$ cat src/rtl/control_sequencer_pkg.sv
// control_sequencer_pkg: shared types, opcodes, state encoding and strobe bit indices for the hardwired CPU control unit.
// Contents: package cpu_ctrl_pkg (OPC_W, ST_W, state_t, opclass_t, OP_* opcodes,
//   B_*/R_*/A_*/G_*/M_* bit indices for bus_out/reg_in/alu_op/gpr_ctl/misc, decode helper functions).
// Optional build macro used by importers: MEM_WAIT_EN.
package cpu_ctrl_pkg;
    localparam int OPC_W = 5;
    localparam int ST_W  = 4;
    localparam int BUS_W = 11;
    localparam int REG_W = 10;
    localparam int ALU_W = 13;
    localparam int GPR_W = 6;
    localparam int MSC_W = 6;

    typedef enum logic [ST_W-1:0] {
        S_RST, S_T0, S_T1, S_T2, S_T3, S_T4, S_T5, S_T6, S_T7, S_PAUSE, S_HALT
    } state_t;

    typedef enum logic [4:0] {
        C_ALU3, C_ALUI, C_LDI, C_LD, C_ST, C_MULDIV, C_UNARY, C_BRX, C_JR,
        C_JAL, C_IN, C_OUT, C_MFHI, C_MFLO, C_NOP, C_HALT, C_ILL
    } opclass_t;

    localparam logic [OPC_W-1:0] OP_LD   = 5'b00000, OP_LDI  = 5'b00001, OP_ST   = 5'b00010,
                                 OP_ADD  = 5'b00011, OP_SUB  = 5'b00100, OP_AND  = 5'b00101,
                                 OP_OR   = 5'b00110, OP_ROR  = 5'b00111, OP_ROL  = 5'b01000,
                                 OP_SHR  = 5'b01001, OP_SHRA = 5'b01010, OP_SHL  = 5'b01011,
                                 OP_ADDI = 5'b01100, OP_ANDI = 5'b01101, OP_ORI  = 5'b01110,
                                 OP_DIV  = 5'b01111, OP_MUL  = 5'b10000, OP_NEG  = 5'b10001,
                                 OP_NOT  = 5'b10010, OP_BRX  = 5'b10011, OP_JR   = 5'b10100,
                                 OP_JAL  = 5'b10101, OP_IN   = 5'b10110, OP_OUT  = 5'b10111,
                                 OP_MFLO = 5'b11000, OP_MFHI = 5'b11001, OP_NOP  = 5'b11010,
                                 OP_HALT = 5'b11011;

    localparam int B_HIOUT = 10, B_LOOUT = 9, B_ZHIGHOUT = 8, B_ZLOWOUT = 7, B_PCOUT = 6,
                   B_IROUT = 5, B_MDROUT = 4, B_INOUT = 3, B_COUT = 2, B_YOUT = 1, B_MAROUT = 0;
    localparam int R_HIIN = 9, R_LOIN = 8, R_PCIN = 7, R_IRIN = 6, R_ZIN = 5, R_YIN = 4,
                   R_MARIN = 3, R_MDRIN = 2, R_CONIN = 1, R_OUTPORTIN = 0;
    localparam int A_AND = 12, A_OR = 11, A_ADD = 10, A_SUB = 9, A_MUL = 8, A_DIV = 7, A_SHR = 6,
                   A_SHRA = 5, A_SHL = 4, A_ROR = 3, A_ROL = 2, A_NEG = 1, A_NOT = 0;
    localparam int G_GRA = 5, G_GRB = 4, G_GRC = 3, G_RIN = 2, G_ROUT = 1, G_BAOUT = 0;
    localparam int M_READ = 5, M_INCPC = 4, M_READ_MEM = 3, M_WRITE_MEM = 2, M_CON_RESET = 1, M_PCSAVE = 0;

    function automatic opclass_t op_class(input logic [OPC_W-1:0] opc);
        case (opc)
            OP_LD:                                   return C_LD;
            OP_LDI:                                  return C_LDI;
            OP_ST:                                   return C_ST;
            OP_ADD, OP_SUB, OP_AND, OP_OR, OP_ROR,
            OP_ROL, OP_SHR, OP_SHRA, OP_SHL:         return C_ALU3;
            OP_ADDI, OP_ANDI, OP_ORI:                return C_ALUI;
            OP_DIV, OP_MUL:                          return C_MULDIV;
            OP_NEG, OP_NOT:                          return C_UNARY;
            OP_BRX:                                  return C_BRX;
            OP_JR:                                   return C_JR;
            OP_JAL:                                  return C_JAL;
            OP_IN:                                   return C_IN;
            OP_OUT:                                  return C_OUT;
            OP_MFHI:                                 return C_MFHI;
            OP_MFLO:                                 return C_MFLO;
            OP_NOP:                                  return C_NOP;
            OP_HALT:                                 return C_HALT;
            default:                                 return C_ILL;
        endcase
    endfunction

    // ALU function named by the opcode itself; address arithmetic picks ADD separately.
    function automatic logic [ALU_W-1:0] alu_sel(input logic [OPC_W-1:0] opc);
        logic [ALU_W-1:0] a;
        a = '0;
        case (opc)
            OP_ADD, OP_ADDI: a[A_ADD]  = 1'b1;
            OP_SUB:          a[A_SUB]  = 1'b1;
            OP_AND, OP_ANDI: a[A_AND]  = 1'b1;
            OP_OR, OP_ORI:   a[A_OR]   = 1'b1;
            OP_ROR:          a[A_ROR]  = 1'b1;
            OP_ROL:          a[A_ROL]  = 1'b1;
            OP_SHR:          a[A_SHR]  = 1'b1;
            OP_SHRA:         a[A_SHRA] = 1'b1;
            OP_SHL:          a[A_SHL]  = 1'b1;
            OP_DIV:          a[A_DIV]  = 1'b1;
            OP_MUL:          a[A_MUL]  = 1'b1;
            OP_NEG:          a[A_NEG]  = 1'b1;
            OP_NOT:          a[A_NOT]  = 1'b1;
            default:         a = '0;
        endcase
        return a;
    endfunction

    // Final T-state of each class; nop/illegal finish at the end of fetch.
    function automatic state_t last_step(input opclass_t c);
        case (c)
            C_ALU3, C_ALUI, C_LDI:              return S_T5;
            C_LD, C_ST:                         return S_T7;
            C_MULDIV, C_BRX:                    return S_T6;
            C_UNARY, C_JAL:                     return S_T4;
            C_JR, C_IN, C_OUT, C_MFHI, C_MFLO:  return S_T3;
            default:                            return S_T2;
        endcase
    endfunction
endpackage

$ cat src/rtl/control_sequencer_if.sv
// control_sequencer_if: datapath <-> control unit signal bundle.
// master (datapath/bench): drives ir, con_ff, mem_rdy, stop; receives bus_out, reg_in, alu_op, gpr_ctl, misc, run, illegal.
// slave (control_sequencer): the reverse directions.
interface control_sequencer_if;
    import cpu_ctrl_pkg::*;
    logic [31:0]      ir;
    logic             con_ff;
    logic             mem_rdy;
    logic             stop;
    logic [BUS_W-1:0] bus_out;
    logic [REG_W-1:0] reg_in;
    logic [ALU_W-1:0] alu_op;
    logic [GPR_W-1:0] gpr_ctl;
    logic [MSC_W-1:0] misc;
    logic             run;
    logic             illegal;

    modport master (
        output ir, con_ff, mem_rdy, stop,
        input  bus_out, reg_in, alu_op, gpr_ctl, misc, run, illegal
    );
    modport slave (
        input  ir, con_ff, mem_rdy, stop,
        output bus_out, reg_in, alu_op, gpr_ctl, misc, run, illegal
    );
endinterface

$ cat src/rtl/control_sequencer_ctrl_decode.sv
// ctrl_decode: combinational Moore decode of (state, opcode, con_ff) into every datapath control strobe.
// Inputs: i_state, i_opc, i_con_ff. Outputs: o_bus_out, o_reg_in, o_alu_op, o_gpr_ctl, o_misc, o_run, o_illegal.
module ctrl_decode
    import cpu_ctrl_pkg::*;
(
    input  state_t           i_state,
    input  logic [OPC_W-1:0] i_opc,
    input  logic             i_con_ff,
    output logic [BUS_W-1:0] o_bus_out,
    output logic [REG_W-1:0] o_reg_in,
    output logic [ALU_W-1:0] o_alu_op,
    output logic [GPR_W-1:0] o_gpr_ctl,
    output logic [MSC_W-1:0] o_misc,
    output logic             o_run,
    output logic             o_illegal
);
    opclass_t         w_cls;
    logic [ALU_W-1:0] w_alu;

    assign w_cls = op_class(i_opc);
    assign w_alu = alu_sel(i_opc);

    always_comb begin
        o_bus_out = '0;
        o_reg_in  = '0;
        o_alu_op  = '0;
        o_gpr_ctl = '0;
        o_misc    = '0;
        o_run     = (i_state != S_RST) && (i_state != S_PAUSE) && (i_state != S_HALT);
        o_illegal = (i_state == S_T2) && (w_cls == C_ILL);
        case (i_state)
            S_RST: o_misc[M_CON_RESET] = 1'b1;
            S_T0: begin
                o_bus_out[B_PCOUT] = 1'b1;
                o_reg_in[R_MARIN]  = 1'b1;
                o_reg_in[R_PCIN]   = 1'b1;
                o_misc[M_INCPC]    = 1'b1;
            end
            S_T1: begin
                o_misc[M_READ]     = 1'b1;
                o_misc[M_READ_MEM] = 1'b1;
                o_reg_in[R_MDRIN]  = 1'b1;
            end
            S_T2: begin
                o_bus_out[B_MDROUT] = 1'b1;
                o_reg_in[R_IRIN]    = 1'b1;
            end
            S_T3: case (w_cls)
                C_ALU3, C_ALUI: begin
                    o_gpr_ctl[G_GRB] = 1'b1; o_gpr_ctl[G_ROUT] = 1'b1; o_reg_in[R_YIN] = 1'b1;
                end
                C_LDI, C_LD, C_ST: begin
                    o_gpr_ctl[G_GRB] = 1'b1; o_gpr_ctl[G_BAOUT] = 1'b1; o_reg_in[R_YIN] = 1'b1;
                end
                C_MULDIV: begin
                    o_gpr_ctl[G_GRA] = 1'b1; o_gpr_ctl[G_ROUT] = 1'b1; o_reg_in[R_YIN] = 1'b1;
                end
                C_UNARY: begin
                    o_gpr_ctl[G_GRB] = 1'b1; o_gpr_ctl[G_ROUT] = 1'b1; o_alu_op = w_alu; o_reg_in[R_ZIN] = 1'b1;
                end
                C_BRX: begin
                    o_gpr_ctl[G_GRA] = 1'b1; o_gpr_ctl[G_ROUT] = 1'b1; o_reg_in[R_CONIN] = 1'b1;
                end
                C_JR: begin
                    o_gpr_ctl[G_GRA] = 1'b1; o_gpr_ctl[G_ROUT] = 1'b1; o_reg_in[R_PCIN] = 1'b1;
                end
                C_JAL: begin
                    o_bus_out[B_PCOUT] = 1'b1; o_misc[M_PCSAVE] = 1'b1;
                end
                C_IN: begin
                    o_bus_out[B_INOUT] = 1'b1; o_gpr_ctl[G_GRA] = 1'b1; o_gpr_ctl[G_RIN] = 1'b1;
                end
                C_OUT: begin
                    o_gpr_ctl[G_GRA] = 1'b1; o_gpr_ctl[G_ROUT] = 1'b1; o_reg_in[R_OUTPORTIN] = 1'b1;
                end
                C_MFHI: begin
                    o_bus_out[B_HIOUT] = 1'b1; o_gpr_ctl[G_GRA] = 1'b1; o_gpr_ctl[G_RIN] = 1'b1;
                end
                C_MFLO: begin
                    o_bus_out[B_LOOUT] = 1'b1; o_gpr_ctl[G_GRA] = 1'b1; o_gpr_ctl[G_RIN] = 1'b1;
                end
                default: ;
            endcase
            S_T4: case (w_cls)
                C_ALU3: begin
                    o_gpr_ctl[G_GRC] = 1'b1; o_gpr_ctl[G_ROUT] = 1'b1; o_alu_op = w_alu; o_reg_in[R_ZIN] = 1'b1;
                end
                C_ALUI: begin
                    o_bus_out[B_COUT] = 1'b1; o_alu_op = w_alu; o_reg_in[R_ZIN] = 1'b1;
                end
                C_LDI, C_LD, C_ST: begin
                    o_bus_out[B_COUT] = 1'b1; o_alu_op[A_ADD] = 1'b1; o_reg_in[R_ZIN] = 1'b1;
                end
                C_MULDIV: begin
                    o_gpr_ctl[G_GRB] = 1'b1; o_gpr_ctl[G_ROUT] = 1'b1; o_alu_op = w_alu; o_reg_in[R_ZIN] = 1'b1;
                end
                C_UNARY: begin
                    o_bus_out[B_ZLOWOUT] = 1'b1; o_gpr_ctl[G_GRA] = 1'b1; o_gpr_ctl[G_RIN] = 1'b1;
                end
                C_BRX: begin
                    o_bus_out[B_PCOUT] = 1'b1; o_reg_in[R_YIN] = 1'b1;
                end
                C_JAL: begin
                    o_gpr_ctl[G_GRA] = 1'b1; o_gpr_ctl[G_ROUT] = 1'b1; o_reg_in[R_PCIN] = 1'b1;
                end
                default: ;
            endcase
            S_T5: case (w_cls)
                C_ALU3, C_ALUI, C_LDI: begin
                    o_bus_out[B_ZLOWOUT] = 1'b1; o_gpr_ctl[G_GRA] = 1'b1; o_gpr_ctl[G_RIN] = 1'b1;
                end
                C_LD, C_ST: begin
                    o_bus_out[B_ZLOWOUT] = 1'b1; o_reg_in[R_MARIN] = 1'b1;
                end
                C_MULDIV: begin
                    o_bus_out[B_ZLOWOUT] = 1'b1; o_reg_in[R_LOIN] = 1'b1;
                end
                C_BRX: begin
                    o_bus_out[B_COUT] = 1'b1; o_alu_op[A_ADD] = 1'b1; o_reg_in[R_ZIN] = 1'b1;
                end
                default: ;
            endcase
            S_T6: case (w_cls)
                C_LD: begin
                    o_misc[M_READ] = 1'b1; o_misc[M_READ_MEM] = 1'b1; o_reg_in[R_MDRIN] = 1'b1;
                end
                C_ST: begin
                    o_gpr_ctl[G_GRA] = 1'b1; o_gpr_ctl[G_ROUT] = 1'b1; o_reg_in[R_MDRIN] = 1'b1;
                end
                C_MULDIV: begin
                    o_bus_out[B_ZHIGHOUT] = 1'b1; o_reg_in[R_HIIN] = 1'b1;
                end
                C_BRX: begin
                    // The branch target is always on the bus; only the PC load is conditional.
                    o_bus_out[B_ZLOWOUT] = 1'b1; o_reg_in[R_PCIN] = i_con_ff;
                end
                default: ;
            endcase
            S_T7: case (w_cls)
                C_LD: begin
                    o_bus_out[B_MDROUT] = 1'b1; o_gpr_ctl[G_GRA] = 1'b1; o_gpr_ctl[G_RIN] = 1'b1;
                end
                C_ST: o_misc[M_WRITE_MEM] = 1'b1;
                default: ;
            endcase
            default: ;
        endcase
    end
endmodule

$ cat src/rtl/control_sequencer.sv
// control_sequencer: hardwired T-state sequencer for the CPU datapath; owns the state register and transitions.
// Ports: clk, reset (synchronous, active-low), bus (control_sequencer_if.slave: ir, con_ff, mem_rdy, stop in;
//   bus_out, reg_in, alu_op, gpr_ctl, misc, run, illegal out).
// Build option: MEM_WAIT_EN makes T1, ld-T6 and st-T7 wait for mem_rdy.
module control_sequencer
    import cpu_ctrl_pkg::*;
(
    input logic           clk,
    input logic           reset,
    control_sequencer_if.slave bus
);
    state_t           r_state;
    state_t           w_next;
    logic [OPC_W-1:0] r_opc;
    logic [OPC_W-1:0] w_opc;
    opclass_t         w_cls;
    logic             w_wait;

    // During T2 the IR is being loaded, so decode straight from it; afterwards use the latched copy.
    assign w_opc = (r_state == S_T2) ? bus.ir[31:27] : r_opc;
    assign w_cls = op_class(w_opc);

`ifdef MEM_WAIT_EN
    assign w_wait = !bus.mem_rdy && ((r_state == S_T1) ||
                                     (w_cls == C_LD && r_state == S_T6) ||
                                     (w_cls == C_ST && r_state == S_T7));
`else
    assign w_wait = 1'b0;
`endif

    always_ff @(posedge clk) begin
        if (!reset) begin
            r_state <= S_RST;
            r_opc   <= '0;
        end else begin
            r_state <= w_next;
            if (r_state == S_T2) r_opc <= w_opc;
        end
    end

    always_comb begin
        w_next = r_state;
        case (r_state)
            S_RST:   w_next = S_T0;
            S_PAUSE: w_next = bus.stop ? S_PAUSE : S_T0;
            S_HALT:  w_next = S_HALT;
            default:
                if (w_wait)
                    w_next = r_state;
                else if (r_state == S_T2 && w_cls == C_HALT)
                    w_next = S_HALT;
                else if (r_state == last_step(w_cls))
                    w_next = bus.stop ? S_PAUSE : S_T0;
                else
                    w_next = state_t'(r_state + 1'b1);
        endcase
    end

    ctrl_decode u_decode (
        .i_state   (r_state),
        .i_opc     (w_opc),
        .i_con_ff  (bus.con_ff),
        .o_bus_out (bus.bus_out),
        .o_reg_in  (bus.reg_in),
        .o_alu_op  (bus.alu_op),
        .o_gpr_ctl (bus.gpr_ctl),
        .o_misc    (bus.misc),
        .o_run     (bus.run),
        .o_illegal (bus.illegal)
    );
endmodule

$ cat src/flat_wrapper.sv
// flat-port wrapper written by rule: the top's interface ports become plain ports
module control_sequencer_flat import cpu_ctrl_pkg::*;
  (clk, reset, bus_ir, bus_con_ff, bus_mem_rdy, bus_stop, bus_bus_out, bus_reg_in, bus_alu_op, bus_gpr_ctl, bus_misc, bus_run, bus_illegal);
  control_sequencer_if bus_i ();
  input logic clk;
  input logic reset;
  input wire logic [$bits(bus_i.ir)-1:0] bus_ir;
  input wire logic [$bits(bus_i.con_ff)-1:0] bus_con_ff;
  input wire logic [$bits(bus_i.mem_rdy)-1:0] bus_mem_rdy;
  input wire logic [$bits(bus_i.stop)-1:0] bus_stop;
  output wire logic [$bits(bus_i.bus_out)-1:0] bus_bus_out;
  output wire logic [$bits(bus_i.reg_in)-1:0] bus_reg_in;
  output wire logic [$bits(bus_i.alu_op)-1:0] bus_alu_op;
  output wire logic [$bits(bus_i.gpr_ctl)-1:0] bus_gpr_ctl;
  output wire logic [$bits(bus_i.misc)-1:0] bus_misc;
  output wire logic [$bits(bus_i.run)-1:0] bus_run;
  output wire logic [$bits(bus_i.illegal)-1:0] bus_illegal;
  assign bus_i.ir = bus_ir;
  assign bus_i.con_ff = bus_con_ff;
  assign bus_i.mem_rdy = bus_mem_rdy;
  assign bus_i.stop = bus_stop;
  assign bus_bus_out = bus_i.bus_out;
  assign bus_reg_in = bus_i.reg_in;
  assign bus_alu_op = bus_i.alu_op;
  assign bus_gpr_ctl = bus_i.gpr_ctl;
  assign bus_misc = bus_i.misc;
  assign bus_run = bus_i.run;
  assign bus_illegal = bus_i.illegal;
  control_sequencer u_core (.clk(clk), .reset(reset), .bus(bus_i));
endmodule
$ cat config.mk
export PLATFORM = sky130hd
export DESIGN_NAME = control_sequencer_flat
export DESIGN_NICKNAME = d
export VERILOG_FILES = /design/src/rtl/control_sequencer_pkg.sv /design/src/rtl/control_sequencer_if.sv /design/src/rtl/control_sequencer_ctrl_decode.sv /design/src/rtl/control_sequencer.sv /design/src/flat_wrapper.sv
export SDC_FILE = /design/constraint.sdc
export NUM_CORES = 1
export LEC_CHECK = 0
export CORE_MARGIN = 4
export CORE_UTILIZATION = 41
export DETAILED_ROUTE_END_ITERATION = 7
export GPL_ROUTABILITY_DRIVEN = 1
export PLACE_DENSITY_LB_ADDON = 0.05
export SYNTH_ARGS = -nofsm -noshare
export SYNTH_HDL_FRONTEND = slang
export SYNTH_HIERARCHICAL = 1
export SYNTH_SLANG_ARGS = --single-unit
export TNS_END_PERCENT = 50
$ cat constraint.sdc
create_clock -name clk -period 4.8 [get_ports clk]
set_input_delay 0.96 -clock clk [delete_from_list [all_inputs] [get_ports clk]]
set_output_delay 0.96 -clock clk [all_outputs]
set_load 0.005 [all_outputs]
==> impl_summary.txt, run 1 <==
----------------------------------------------------
[Synthesis]
  Synth Area in Compound Gates ... 25.6%
  Adder-cell share of the synthesized area ... 9.93%
  Share of synthesized area spent on multiplexers ... 3.20%
  Xor and xnor fraction of the mapped netlist area ... 2.70%
  Most frequently used flop master after synthesis ... dfxtp_1
  Basic-gate share of the synthesized area counting and, or, nand and nor cells ... 40.6%
  Synth warnings ... 6
  Area share of the largest cell type after synthesis ... 9.93%
  Yosys top cell by area ... ha_1
  EDFF count, synth ... 0
  Number of cells produced by synthesis ... 322
  Flops & latches, synth ... 9
  Synth area leaders ... ha_1, dfxtp_1, nor3_1
  Number of unique standard cell types used by synthesis ... 71
  Syn avg cell area ... 7.04 um2
  Cell area after synthesis ... 2270 um2
  Fraction of registers with async set or reset after synthesis ... 0%
  Sequential area share after synthesis ... 7.95%
  Main combinational cell family by area after synthesis ... simple AND/OR/NAND/NOR gates

[Status]
  Outcome ... completed

[Final layout]
  Storage element area ... 180 um2
  Share of final-layout standard cells stronger than drive strength 1 ... 32.5%
  # nets final ... 508
  Multi-input logic area ... 1970 um2
  Fill count ... 450
  Total inserted antenna cells ... 0
  Layout Area Growth over Synthesis ... 60.1%
  Util after Layout ... 69.3%

[Floorplan]
  Die height ... 82.4 um
  Row count ... 26
  Initial cell density of the core ... 43.3%
  Number of top-level pins ... 85
  Total core area ... 5240 um2
  Die width ... 82.4 um
  Die Area ... 6780 um2

[Power]
  Sequential share of power ... 17.6%
  Peak VDD IR ... 0.141 mV
  PnR Total Power ... 0.464 mW
  Leakage Power ... 1.77 nW
  Switching pwr ... 0.183 mW
  Share of total power in combinational logic ... 62.8%
  PwrDens ... 128 nW/um2
  Pint ... 0.281 mW
  Net Sw Frac ... 39.5%
  Clock power share ... 19.6%

[Global route]
  Initial antenna violation count ... 0
  Maximum number of pins on one net before global-route repair ... 19
  First-pass GRT wire length ... 12400 um
  Global route total overflow ... 0
  GR Util met3 ... 1.30%
  Overall track demand over capacity in global routing ... 22.4%
  Met1 usage in global routing ... 27.9%
  GRT Max-Usage Layer ... met2
  Met2 usage in global routing ... 41.7%
  Vias in the first global route ... 2681

[Setup path]
  Master of the slowest instance on the critical path ... or4b_4
  Highest cell delay on the worst timing path ... 0.54 ns
  Setup CP Type ... in -> out
  CP startpoint kind ... input pin
  Required time of the critical path ... 3.84 ns
  Largest fanout on the critical path ... 13
  Cell-by-cell trace of the critical path ... dlygate4sd2_1 > nor4bb_1 > buf_4 > a21o_1 > buf_6 > or4b_4 > and3_4 > a2111o_1 > o31a_4 > buf_6 > nor2_8 > buf_4 > and3_1 > clkdlybuf4s15_2
  Crit. End Element ... output port
  CP Data Arrival Time ... 3.81 ns

[CTS]
  Number of H-tree branching levels ... 1
  Num CTS Buffers ... 3
  CTS root buffer ... clkbuf_8
  Maximum buffer depth of the clock tree ... 2
  Clock Sink Count ... 9
  TritonCTS clock tree ... built
  Clock edge transition at the registers on the reported setup and hold paths ... 0.05 ns
  Clock latency on the worst-skew pair ... 0.24 ns
  Hold-fix buffers, CTS ... 0

[Placement]
  Final weighted congestion in routability-driven placement ... 0.945
  Detailed-placement wirelength estimate ... 5800 um
  Quantity of I/O buffers inserted on ports ... 53

[Detailed routing]
  Total detailed-routing wirelength ... 7730 um
  Number of DRC markers in iteration 0 ... 133
  Number of nets still failing antenna checks after routing ... 0
  Average wire length per cell after detail routing ... 14.8 um
  Post-DR vias/cell ... 5.61
  Count of vias placed by the detailed router ... 2928
  Total DRC errors in the routed layout ... 0
  DRT Pass-1 Iters ... 5

[Timing]
  Max Fclk ... 210 MHz
  Final setup TNS ... 0 ns
  Share of the clock period used by the worst path ... 99.4%
  Final setup skew ... 0.00147 ns
  Final Max Slew Viols ... 0
  Setup repair after global routing missed its margin ... true
  Number of hold-slack violations in the final timing report ... 0
  Crit path time final ... 4.77 ns
  Final setup vio count ... 0

[Min path]
  Path type of the worst min-delay path ... reg -> reg

[Run]
  Max-capacitance violation count ... 0

----------------------------------------------------
==> critical path: cells and delay by family <==
family / cells / cell delay (ns)
AOI/OAI and AO/OA: 3 / 0.74
and+or+nand+nor: 5 / 1.11
buffers and inverters: 6 / 0.99
==> registers in the layout, summed over array words and instances, names as in the netlist <==
signal	cells
u_core/r_opc	5
u_core/r_state	4
==> timing repair <==
item,CTS,global route
setup endpoints to repair,35,28
setup buffers,10,11
gates cloned,1,0
gates resized for setup,41,36
pin swaps,8,5
==> cells in the mapped netlist, types with 6 or more instances <==
master,instances
and2_1,9
dfxtp_1,9
nand3_1,14
clkbuf_1,12
a211oi_1,6
nor2_1,24
nor3_1,19
a21oi_1,11
and3_1,15
buf_4,6
nand2_1,21
inv_1,19
o21ai_0,15
ha_1,18
nor2b_1,13
==> per-stage QoR <==
step | std cells | instance area [um2] | hold WS (ns) | setup WS [ns]
2_1_floorplan | 324 | 2270 | 0.520 | 0.185
3_3_place_gp | 496 | 3310 | 0.643 | -0.347
3_5_place_dp | 496 | 3310 | 0.652 | -0.374
4_1_cts | 511 | 3460 | 0.664 | -0.0412
5_1_grt | 522 | 3630 | 0.735 | -0.0783
6_report | 522 | 3630 | 0.672 | 0.0307
==> power by group through the flow <==
stage	logic [mW]	registers [mW]	clock network [mW]
2_1_floorplan	0.146	0.0832	0
3_3_place_gp	0.259	0.0825	0
5_1_grt	0.319	0.0819	0.0973
4_1_cts	0.271	0.0812	0.0921
3_5_place_dp	0.262	0.0827	0
6_report	0.291	0.0816	0.0911
==> layout make-up <==
| type | instances | area share (%) |
|---|---|---|
| flip-flops and latches | 9 | 4.96 |
| clock buffers | 4 | 1.24 |
| inverters | 20 | 2.10 |
| repair buffers | 149 | 34.9 |
| multi-input cells | 270 | 54.4 |
| well taps | 70 | 2.41 |
==> placed cells by master (no fill, tap or decap), types with 9 or more instances in the layout <==
| master | count |
|---|---|
| buf_4 | 90 |
| clkdlybuf4s50_1 | 25 |
| nor2_1 | 21 |
| nand2_1 | 20 |
| nor3_1 | 18 |
| ha_1 | 17 |
| dlygate4sd2_1 | 16 |
| inv_1 | 15 |
| and3_1 | 14 |
| nor2b_1 | 13 |
| o21ai_0 | 12 |
| nand3_1 | 12 |
| a21oi_1 | 10 |
| and2_1 | 9 |
| dfxtp_1 | 9 |
==> per-layer routing <==
metal	share of wire [%]	routed length, um
met3	5.4	419
met4	1.8	137
met2	51	3960
met5	0	0
met1	42	3210
==> worst paths after layout <==
path                            slack (ns)              start                 to  cells past startpoint
worst min register to register        0.67  u_core/r_state[0]  u_core/r_state[0]                      2
worst min-delay path                  0.67  u_core/r_state[0]  u_core/r_state[0]                      2
worst max register to register        1.16  u_core/r_state[0]  u_core/r_state[0]                     15
worst max-delay path                  0.03         bus_ir[30]      bus_alu_op[5]                     14
==> kinds of logic (layout without fill, tap and decap cells) <==
logic type      Yosys count  count (layout)
flops                     9               9
compound gates           76              76
other cells               1               3
buf+inv                  46             173
mux                       7               7
simple gates            158             159
fa+ha+maj                18              18
xor+xnor                  7               7
(Power assumes the default switching activity.)
==> run 2: changes to the inputs <==
--- a/config.mk
+++ b/config.mk
@@ -5,10 +5,12 @@
 export SDC_FILE = /design/constraint.sdc
 export NUM_CORES = 1
 export LEC_CHECK = 0
+export CAP_MARGIN = 30
 export CORE_MARGIN = 4
 export CORE_UTILIZATION = 41
 export DETAILED_ROUTE_END_ITERATION = 7
 export GPL_ROUTABILITY_DRIVEN = 1
+export HOLD_SLACK_MARGIN = 0.05
 export PLACE_DENSITY_LB_ADDON = 0.05
 export SYNTH_ARGS = -nofsm -noshare
 export SYNTH_HDL_FRONTEND = slang
==> results of run 2 <==
No change in the layout: final DEF, timing and power equal those of run 1.
